===== config.mk =====
export PLATFORM = sky130hd
export DESIGN_NAME = sc_upcount_pulsegen_flat
export DESIGN_NICKNAME = d
export VERILOG_FILES = /design/src/rtl/sc_upcount_pulsegen_if.sv /design/src/rtl/sc_upcount_pulsegen.sv /design/src/flat_wrapper.sv
export SDC_FILE = /design/constraint.sdc
export NUM_CORES = 1
export LEC_CHECK = 0
export CAP_MARGIN = 5
export CORE_MARGIN = 2
export CORE_UTILIZATION = 30
export CTS_BUF_LIST = sky130_fd_sc_hd__clkbuf_8
export DETAILED_ROUTE_END_ITERATION = 10
export PLACE_DENSITY_LB_ADDON = 0.1
export SLEW_MARGIN = 40
export SYNTH_ARGS = -nofsm -noshare
export SYNTH_HDL_FRONTEND = slang
export SYNTH_SLANG_ARGS = --single-unit

===== constraint.sdc =====
create_clock -name SC_UPCOUNTPULSE_CLOCK_50 -period 2.83 [get_ports SC_UPCOUNTPULSE_CLOCK_50]
set_input_delay 0.4245 -clock SC_UPCOUNTPULSE_CLOCK_50 [delete_from_list [all_inputs] [get_ports SC_UPCOUNTPULSE_CLOCK_50]]
set_output_delay 0.4245 -clock SC_UPCOUNTPULSE_CLOCK_50 [all_outputs]
set_load 0.03 [all_outputs]

===== src/rtl/sc_upcount_pulsegen_if.sv =====
// rtl/sc_upcount_pulsegen_if.sv - pushbutton/pulse signal bundle for sc_upcount_pulsegen
//
// Purpose:
//   Groups the button-side inputs and the conditioned pulse outputs of
//   sc_upcount_pulsegen so that producer and consumer share one port.
// Signals:
//   SC_UPCOUNTPULSE_button_InLow    raw asynchronous pushbutton, 0 = pressed
//   SC_UPCOUNTPULSE_repeat_InHigh   1 = auto-repeat enabled, sampled every cycle
//   SC_UPCOUNTPULSE_upcount_OutLow  registered pulse, 0 for exactly one cycle per event
//   SC_UPCOUNTPULSE_held_OutHigh    1 while a debounced press is active
// Modports:
//   master  drives button/repeat, observes upcount/held (board or bench side)
//   slave   the pulse generator itself

interface sc_upcount_pulsegen_if;
  logic SC_UPCOUNTPULSE_button_InLow;
  logic SC_UPCOUNTPULSE_repeat_InHigh;
  logic SC_UPCOUNTPULSE_upcount_OutLow;
  logic SC_UPCOUNTPULSE_held_OutHigh;

  modport master (
    output SC_UPCOUNTPULSE_button_InLow,
    output SC_UPCOUNTPULSE_repeat_InHigh,
    input  SC_UPCOUNTPULSE_upcount_OutLow,
    input  SC_UPCOUNTPULSE_held_OutHigh
  );

  modport slave (
    input  SC_UPCOUNTPULSE_button_InLow,
    input  SC_UPCOUNTPULSE_repeat_InHigh,
    output SC_UPCOUNTPULSE_upcount_OutLow,
    output SC_UPCOUNTPULSE_held_OutHigh
  );
endinterface


===== src/rtl/sc_upcount_pulsegen.sv =====
// rtl/sc_upcount_pulsegen.sv - pushbutton debouncer and auto-repeat upcount pulse generator
//
// Purpose:
//   Turns a raw active-low pushbutton into clean single-cycle active-low
//   upcount pulses: 2-FF synchronizer, debounce FSM, optional auto-repeat
//   while the button stays held. One pulse equals one counter increment.
// Ports:
//   SC_UPCOUNTPULSE_CLOCK_50     in  system clock, all logic on its rising edge
//   SC_UPCOUNTPULSE_RESET_InLow  in  synchronous active-low reset
//   pulse_bus (slave modport):
//     SC_UPCOUNTPULSE_button_InLow    in  raw pushbutton, 0 = pressed
//     SC_UPCOUNTPULSE_repeat_InHigh   in  auto-repeat enable
//     SC_UPCOUNTPULSE_upcount_OutLow  out registered one-cycle low pulse
//     SC_UPCOUNTPULSE_held_OutHigh    out debounced press active
// Parameters:
//   DEBOUNCE_CYCLES  stable cycles to accept a press or release (>=2)
//   REPEAT_DELAY     cycles from accepted press to first repeat pulse (>=2)
//   REPEAT_PERIOD    cycles between later repeat pulses (>=2)
//   CNT_WIDTH        timer width, must hold max(above)-1

module sc_upcount_pulsegen #(
  parameter int DEBOUNCE_CYCLES = 500000,
  parameter int REPEAT_DELAY    = 25000000,
  parameter int REPEAT_PERIOD   = 5000000,
  parameter int CNT_WIDTH       = 25
) (
  input  logic                  SC_UPCOUNTPULSE_CLOCK_50,
  input  logic                  SC_UPCOUNTPULSE_RESET_InLow,
  sc_upcount_pulsegen_if.slave  pulse_bus
);

  typedef enum logic [2:0] {
    ST_IDLE        = 3'd0,
    ST_DEB_PRESS   = 3'd1,
    ST_HELD_DELAY  = 3'd2,
    ST_HELD_REPEAT = 3'd3,
    ST_DEB_RELEASE = 3'd4
  } state_t;

  // Terminal timer values; each compare either leaves the state or reloads
  // the timer, so the timer can never wrap.
  localparam logic [CNT_WIDTH-1:0] DEB_LAST = CNT_WIDTH'(DEBOUNCE_CYCLES - 1);
  localparam logic [CNT_WIDTH-1:0] RD_LAST  = CNT_WIDTH'(REPEAT_DELAY - 1);
  localparam logic [CNT_WIDTH-1:0] RP_LAST  = CNT_WIDTH'(REPEAT_PERIOD - 1);

  logic                 sync_meta;
  logic                 sync_q;
  state_t               state_q;
  state_t               state_d;
  logic [CNT_WIDTH-1:0] timer_q;
  logic [CNT_WIDTH-1:0] timer_d;
  logic                 pulse_d;
  logic                 held_d;
  logic                 upcount_q;
  logic                 held_q;

  // Synchronizer resets to "released" so a button held through reset is
  // seen as a fresh press once reset lifts.
  always_ff @(posedge SC_UPCOUNTPULSE_CLOCK_50) begin
    if (!SC_UPCOUNTPULSE_RESET_InLow) begin
      sync_meta <= 1'b1;
      sync_q    <= 1'b1;
    end else begin
      sync_meta <= pulse_bus.SC_UPCOUNTPULSE_button_InLow;
      sync_q    <= sync_meta;
    end
  end

  always_ff @(posedge SC_UPCOUNTPULSE_CLOCK_50) begin
    if (!SC_UPCOUNTPULSE_RESET_InLow) begin
      state_q   <= ST_IDLE;
      timer_q   <= '0;
      upcount_q <= 1'b1;
      held_q    <= 1'b0;
    end else begin
      state_q   <= state_d;
      timer_q   <= timer_d;
      upcount_q <= ~pulse_d;
      held_q    <= held_d;
    end
  end

  always_comb begin
    state_d = state_q;
    timer_d = timer_q + 1'b1;
    pulse_d = 1'b0;

    unique case (state_q)
      ST_IDLE: begin
        timer_d = '0;
        if (!sync_q) begin
          state_d = ST_DEB_PRESS;
        end
      end

      ST_DEB_PRESS: begin
        if (sync_q) begin
          state_d = ST_IDLE;
          timer_d = '0;
        end else if (timer_q == DEB_LAST) begin
          state_d = ST_HELD_DELAY;
          timer_d = '0;
          pulse_d = 1'b1;
        end
      end

      ST_HELD_DELAY: begin
        if (sync_q) begin
          state_d = ST_DEB_RELEASE;
          timer_d = '0;
        end else if (!pulse_bus.SC_UPCOUNTPULSE_repeat_InHigh) begin
          // Repeat disabled: the delay restarts in full once re-enabled.
          timer_d = '0;
        end else if (timer_q == RD_LAST) begin
          state_d = ST_HELD_REPEAT;
          timer_d = '0;
          pulse_d = 1'b1;
        end
      end

      ST_HELD_REPEAT: begin
        if (sync_q) begin
          state_d = ST_DEB_RELEASE;
          timer_d = '0;
        end else if (!pulse_bus.SC_UPCOUNTPULSE_repeat_InHigh) begin
          state_d = ST_HELD_DELAY;
          timer_d = '0;
        end else if (timer_q == RP_LAST) begin
          timer_d = '0;
          pulse_d = 1'b1;
        end
      end

      ST_DEB_RELEASE: begin
        if (!sync_q) begin
          // Release glitch: still pressed, but the repeat delay starts over.
          state_d = ST_HELD_DELAY;
          timer_d = '0;
        end else if (timer_q == DEB_LAST) begin
          state_d = ST_IDLE;
          timer_d = '0;
        end
      end

      default: begin
        state_d = ST_IDLE;
        timer_d = '0;
      end
    endcase

    held_d = (state_d == ST_HELD_DELAY) ||
             (state_d == ST_HELD_REPEAT) ||
             (state_d == ST_DEB_RELEASE);
  end

  assign pulse_bus.SC_UPCOUNTPULSE_upcount_OutLow = upcount_q;
  assign pulse_bus.SC_UPCOUNTPULSE_held_OutHigh   = held_q;

endmodule


===== src/flat_wrapper.sv =====
// flat-port wrapper written by rule: the top's interface ports become plain ports
module sc_upcount_pulsegen_flat 
#(
  parameter int DEBOUNCE_CYCLES = 500000,
  parameter int REPEAT_DELAY    = 25000000,
  parameter int REPEAT_PERIOD   = 5000000,
  parameter int CNT_WIDTH       = 25
)
  (SC_UPCOUNTPULSE_CLOCK_50, SC_UPCOUNTPULSE_RESET_InLow, pulse_bus_SC_UPCOUNTPULSE_button_InLow, pulse_bus_SC_UPCOUNTPULSE_repeat_InHigh, pulse_bus_SC_UPCOUNTPULSE_upcount_OutLow, pulse_bus_SC_UPCOUNTPULSE_held_OutHigh);
  sc_upcount_pulsegen_if pulse_bus_i ();
  input  logic SC_UPCOUNTPULSE_CLOCK_50;
  input  logic SC_UPCOUNTPULSE_RESET_InLow;
  input wire logic [$bits(pulse_bus_i.SC_UPCOUNTPULSE_button_InLow)-1:0] pulse_bus_SC_UPCOUNTPULSE_button_InLow;
  input wire logic [$bits(pulse_bus_i.SC_UPCOUNTPULSE_repeat_InHigh)-1:0] pulse_bus_SC_UPCOUNTPULSE_repeat_InHigh;
  output wire logic [$bits(pulse_bus_i.SC_UPCOUNTPULSE_upcount_OutLow)-1:0] pulse_bus_SC_UPCOUNTPULSE_upcount_OutLow;
  output wire logic [$bits(pulse_bus_i.SC_UPCOUNTPULSE_held_OutHigh)-1:0] pulse_bus_SC_UPCOUNTPULSE_held_OutHigh;
  assign pulse_bus_i.SC_UPCOUNTPULSE_button_InLow = pulse_bus_SC_UPCOUNTPULSE_button_InLow;
  assign pulse_bus_i.SC_UPCOUNTPULSE_repeat_InHigh = pulse_bus_SC_UPCOUNTPULSE_repeat_InHigh;
  assign pulse_bus_SC_UPCOUNTPULSE_upcount_OutLow = pulse_bus_i.SC_UPCOUNTPULSE_upcount_OutLow;
  assign pulse_bus_SC_UPCOUNTPULSE_held_OutHigh = pulse_bus_i.SC_UPCOUNTPULSE_held_OutHigh;
  sc_upcount_pulsegen #(.DEBOUNCE_CYCLES(DEBOUNCE_CYCLES), .REPEAT_DELAY(REPEAT_DELAY), .REPEAT_PERIOD(REPEAT_PERIOD), .CNT_WIDTH(CNT_WIDTH)) u_core (.SC_UPCOUNTPULSE_CLOCK_50(SC_UPCOUNTPULSE_CLOCK_50), .SC_UPCOUNTPULSE_RESET_InLow(SC_UPCOUNTPULSE_RESET_InLow), .pulse_bus(pulse_bus_i));
endmodule

# After elaboration in Yosys (flattened, before gate mapping)
# Cells that the tools add are included.
dict set report op_classes {
  addsub 1
  multipliers 0
  div 0
  order_cmp 0
  eq_ne 10
  n_shift 0
  muxes 30
  bitwise_logic 1
  reduce_logical 3
}
# cell count
set ops {}
lappend ops {{2-to-1 mux 25 bit} 9}
lappend ops {{one-hot mux 25 bit (4 select lines)} 1}
lappend ops {{2-to-1 mux 3 bit} 10}
lappend ops {{adder 25 x 1 -> 25 bit (second input constant)} 1}
lappend ops {{equality test 25 x 19 -> 1 bit (second input constant)} 1}
lappend ops {{equality test 25 x 23 -> 1 bit (second input constant)} 1}
lappend ops {{equality test 25 bit (second input constant)} 1}
lappend ops {{one-hot mux 3 bit (5 select lines)} 1}
lappend ops {{equality test 3 x 2 -> 1 bit (second input constant)} 4}
lappend ops {{2-to-1 mux 1 bit} 8}
lappend ops {{equality test 3 bit (second input constant)} 2}
lappend ops {{equality test 3 x 1 -> 1 bit (second input constant)} 1}
lappend ops {{logical NOT 3 bit} 1}
lappend ops {{one-hot mux 1 bit (3 select lines)} 1}
lappend ops {{logical OR 1 bit} 2}
lappend ops {{NOT 1 bit} 1}
dict set report totals {
  register_bits 32
  latch_bits 0
  ram_bits 0
  mem_bits_ro 0
  word_cells 51
  n_memories 0
}

# Longest topological paths before layout
dict set report logic_depth {
  ltp_word 8
  ltp_mapped 7
  mapped_depth_nobuf 6
}

# Worst setup path after synthesis
# Ideal clock, no wire load.
dict set report synth_path {
  path_type {register -> register}
  from {register u_core.timer_q[12]}
  to {register u_core.timer_q[11]}
  setup_time_ns 0.116
  t_arrival_ns 1.845
  path_slack_ns 0.869
  path_stages_with_launch 7
  path_cell_list {dfxtp_1 -> or4_4 -> nor4_2 -> o2111ai_2 -> a21oi_4 -> buf_8 -> nor3_2}
}
dict set report synth_between {
  elab_chain_cells 5
}
# item line_no
set synth_rtl {}
lappend synth_rtl {{start, declared} sc_upcount_pulsegen.sv:50} ;# logic [CNT_WIDTH-1:0] timer_q;
lappend synth_rtl {{start signal, assigned} sc_upcount_pulsegen.sv:77} ;# timer_q <= timer_d;
lappend synth_rtl {{equality test 25 x 23 -> 1 bit / equality test 25 bit (equally long branches)} {sc_upcount_pulsegen.sv:128, sc_upcount_pulsegen.sv:114}}
lappend synth_rtl {{2-to-1 mux 25 bit (on tied branches)} {sc_upcount_pulsegen.sv:128, sc_upcount_pulsegen.sv:114}}
lappend synth_rtl {{2-to-1 mux 25 bit (on tied branches)} {sc_upcount_pulsegen.sv:125, sc_upcount_pulsegen.sv:111}}
lappend synth_rtl {{2-to-1 mux 25 bit (on tied branches)} {sc_upcount_pulsegen.sv:122, sc_upcount_pulsegen.sv:108}}
lappend synth_rtl {{one-hot mux 25 bit (4 select lines) (*)} sc_upcount_pulsegen.sv:88} ;# unique case (state_q)
# Every way passes the cells marked *; elsewhere a longest branch is shown, timed or not.
# A chain may end at the register's enable or synchronous reset.

# Final worst setup path
dict set report layout_path {
  from {register u_core.timer_q[12]}
  to {register u_core.timer_q[10]}
}
# The elaborated chain is that of the path after synthesis.

==> metrics.yaml <==
status: "finished clean"
cts_sinks: 32
peakVddDrop_mv: 0.1711
busiest_layer: "met2"
path_max_fanout: 16
mostFrequentLayoutCells: "dfxtp_1, nor3_2, nand2_1, xnor2_1, xor2_1"
multi_input_area_sq_um: 989.7
power_uw: 843.3
core.rowCount: 27
design_area_sq_um: 1923
grtUsageMet3_pct: 3.733
period_share_pct: 76.66
portBuffers: 5
syn_nets: 181
hp-class: "reg2reg"
synth_xor_area_share_pct: 12.26
internal_power_uw: 655.6
worstPathArrival_ns: 2.33
power_switching_uw: 187.6
gr-total-overflow: 0
nFillCells: 580
post-dp-hpwl_mm: 2.743
die_h_um: 79.59
ys_ff_latch: 32
power.clock.fraction_pct: 43.1
num_vias: 1332
gp_congestion: 0.8302
clock_path_buffers: 2
drc: 0
antenna_cells: 0
via_per_inst: 5.084
skew_ns: 0.008577
met2_usage_pct: 20.76
synth_fa_ha_area_share_pct: 0.7299
drt-total-wl_mm: 3.774
cp-end-kind: "flip-flop"
synth-simple-area-share_pct: 38.54
dp.cells: 254
grtUsageTotal_pct: 13.01
synth_ff_type: "dfxtp_1"
synth_enable_flop_cells: 0
die_width_um: 79.59
r2r_setup_slack_ns: 0.66
insertion_delay_ns: 0.28
h-tree-depth: 2
yosys.area.top_type: "dfxtp_1"
dpl_worst_slack_ns: 0.6601
max_freq_mhz: 460.9
syn_area_per_cell_sq_um: 9.739
switching_share_pct: 22.25
post_cts_buffers: 0
cts_tree: "built"
synthToLayoutAreaGrowth_pct: 12.19
setup_ws_ns: 0.6606
crit_type: "reg2reg"
placed_area_sq_um: 1831
routedWlPerCell_um: 14.40
grt_max_degree: 17
register_area_sq_um: 640.6
mappedNetlistArea_sq_um: 1714
drt_iter0_markers: 56
worstMarginPinSlew_ns: 0.3498
final_util_pct: 34.92
ys_types: 41
ys_seq_area_share_pct: 37.37
rsz0062_at_grt: "false"
leakagePower_nw: 0.5372
cts_resized: 0
synth_top_family_by_area: "simple AND/OR/NAND/NOR gates"
startpoint_type: "flip-flop"
setup_viol: 0
holdWs_ns: 0.4148
syn_inst: 176
antenna_found_initial: 0
finalNonFillerCells: 262
cts_root_buffer: "clkbuf_8"
dr.pass1.iters: 4
maxCapViolations: 0
ys_warn_count: 0
relSlewSlack_pct: 76.48
met1_usage_pct: 16.88
drive_gt1_share_pct: 23.68
cts-hold-fix-buffers: 0
design.core.area_sq_um: 5507
combinationalPowerShare_pct: 3.0
start_util_pct: 31.13
synth_top_area_share_pct: 37.37
clk_pin_slew_ns: 0.07
final_common_cell: "dfxtp_1"
antenna_left: 0
ioPinCount: 6
synth_compound_area_share_pct: 6.204
power_density_nw_per_um2: 438.5
seqPwrFrac_pct: 53.9
min_period_ns: 2.169
cts_made_buffers: 5
ys_top_cells_by_area: "dfxtp_1, nor3_2, xnor2_1"
synth.area.mux_share_pct: 0
crit_required_ns: 2.99
grt_pass1_wl_mm: 6.334
setup-tns-final_ns: 0
finalMaxSlewViolations: 0
dieArea_sq_um: 6335
async_reset_ff_share_pct: 0
hold_viol: 0
nNetsFinal: 194
grt_pass1_vias: 1270
## sequential cells by signal (all words and copies together) (netlist names)
signal and cells:
u_core.timer_q 25, u_core.sync_meta 1, u_core.sync_q 1, u_core.state_q 3, u_core.pulse_bus.SC_UPCOUNTPULSE_upcount_OutLow 1, u_core.pulse_bus.SC_UPCOUNTPULSE_held_OutHigh 1
## worst max-delay path, stage by stage, from the launching register on
cell	delay (ns)
dfxtp_1	0.48
or4bb_1	0.53
nor4_2	0.26
o2111ai_2	0.22
a21oi_4	0.19
buf_4	0.28
nor3_1	0.09
## cells in the mapped netlist (2+ instances only)
| cell type | count |
|---|---|
| a21oi_1 | 3 |
| a31oi_1 | 2 |
| and3_1 | 2 |
| and4_1 | 2 |
| buf_6 | 3 |
| dfxtp_1 | 32 |
| inv_1 | 4 |
| nand2_1 | 13 |
| nand2b_1 | 2 |
| nand3_1 | 9 |
| nand4_1 | 8 |
| nor2_1 | 11 |
| nor3_1 | 9 |
| nor3_2 | 20 |
| nor4_1 | 3 |
| nor4_2 | 4 |
| or4b_1 | 2 |
| or4bb_1 | 2 |
| xnor2_1 | 12 |
| xor2_1 | 12 |
## layout make-up
| type | instances | share of cell area [%] |
|---|---|---|
| multi-input cells | 135 | 51.46 |
| flip-flops and latches | 32 | 33.31 |
| repair buffers | 11 | 4.945 |
| well taps | 72 | 4.684 |
| clock buffers | 6 | 4.294 |
| inverters | 4 | 0.7807 |
| clock inverters | 2 | 0.5205 |
## power groups by stage
stage	registers, mW	logic [mW]	clock network, mW
after floorplan	0.464	0.0190	0
after global placement	0.465	0.0244	0
after detailed placement	0.465	0.0250	0
after CTS	0.454	0.0252	0.378
after global routing	0.455	0.0269	0.403
final	0.455	0.0249	0.364
## kinds of logic (layout without fill, tap and decap cells)
| family | after synthesis | count (layout) |
|---|---|---|
| AND/OR/NAND/NOR | 97 | 97 |
| flip-flops | 32 | 32 |
| XOR/XNOR | 24 | 24 |
| AO/OA/AOI/OAI | 13 | 13 |
| buffers and inverters | 9 | 23 |
| adder cells (fa/ha/maj) | 1 | 1 |
## routing by layer
| metal | routed length, um | part of all wire, % |
|---|---|---|
| met5 | 0 | 0 |
| met4 | 55 | 1.5 |
| met3 | 118 | 3.1 |
| met2 | 1769 | 47 |
| met1 | 1832 | 49 |
## worst paths after layout
path                                          from                 end  depth (start not counted)
worst max register to register  u_core.timer_q[12]  u_core.timer_q[10]                          6
worst min register to register    u_core.sync_meta       u_core.sync_q                          1
worst max-delay path            u_core.timer_q[12]  u_core.timer_q[10]                          6
worst min-delay path              u_core.sync_meta       u_core.sync_q                          1
Note: power is estimated with default switching activity, not from simulation.
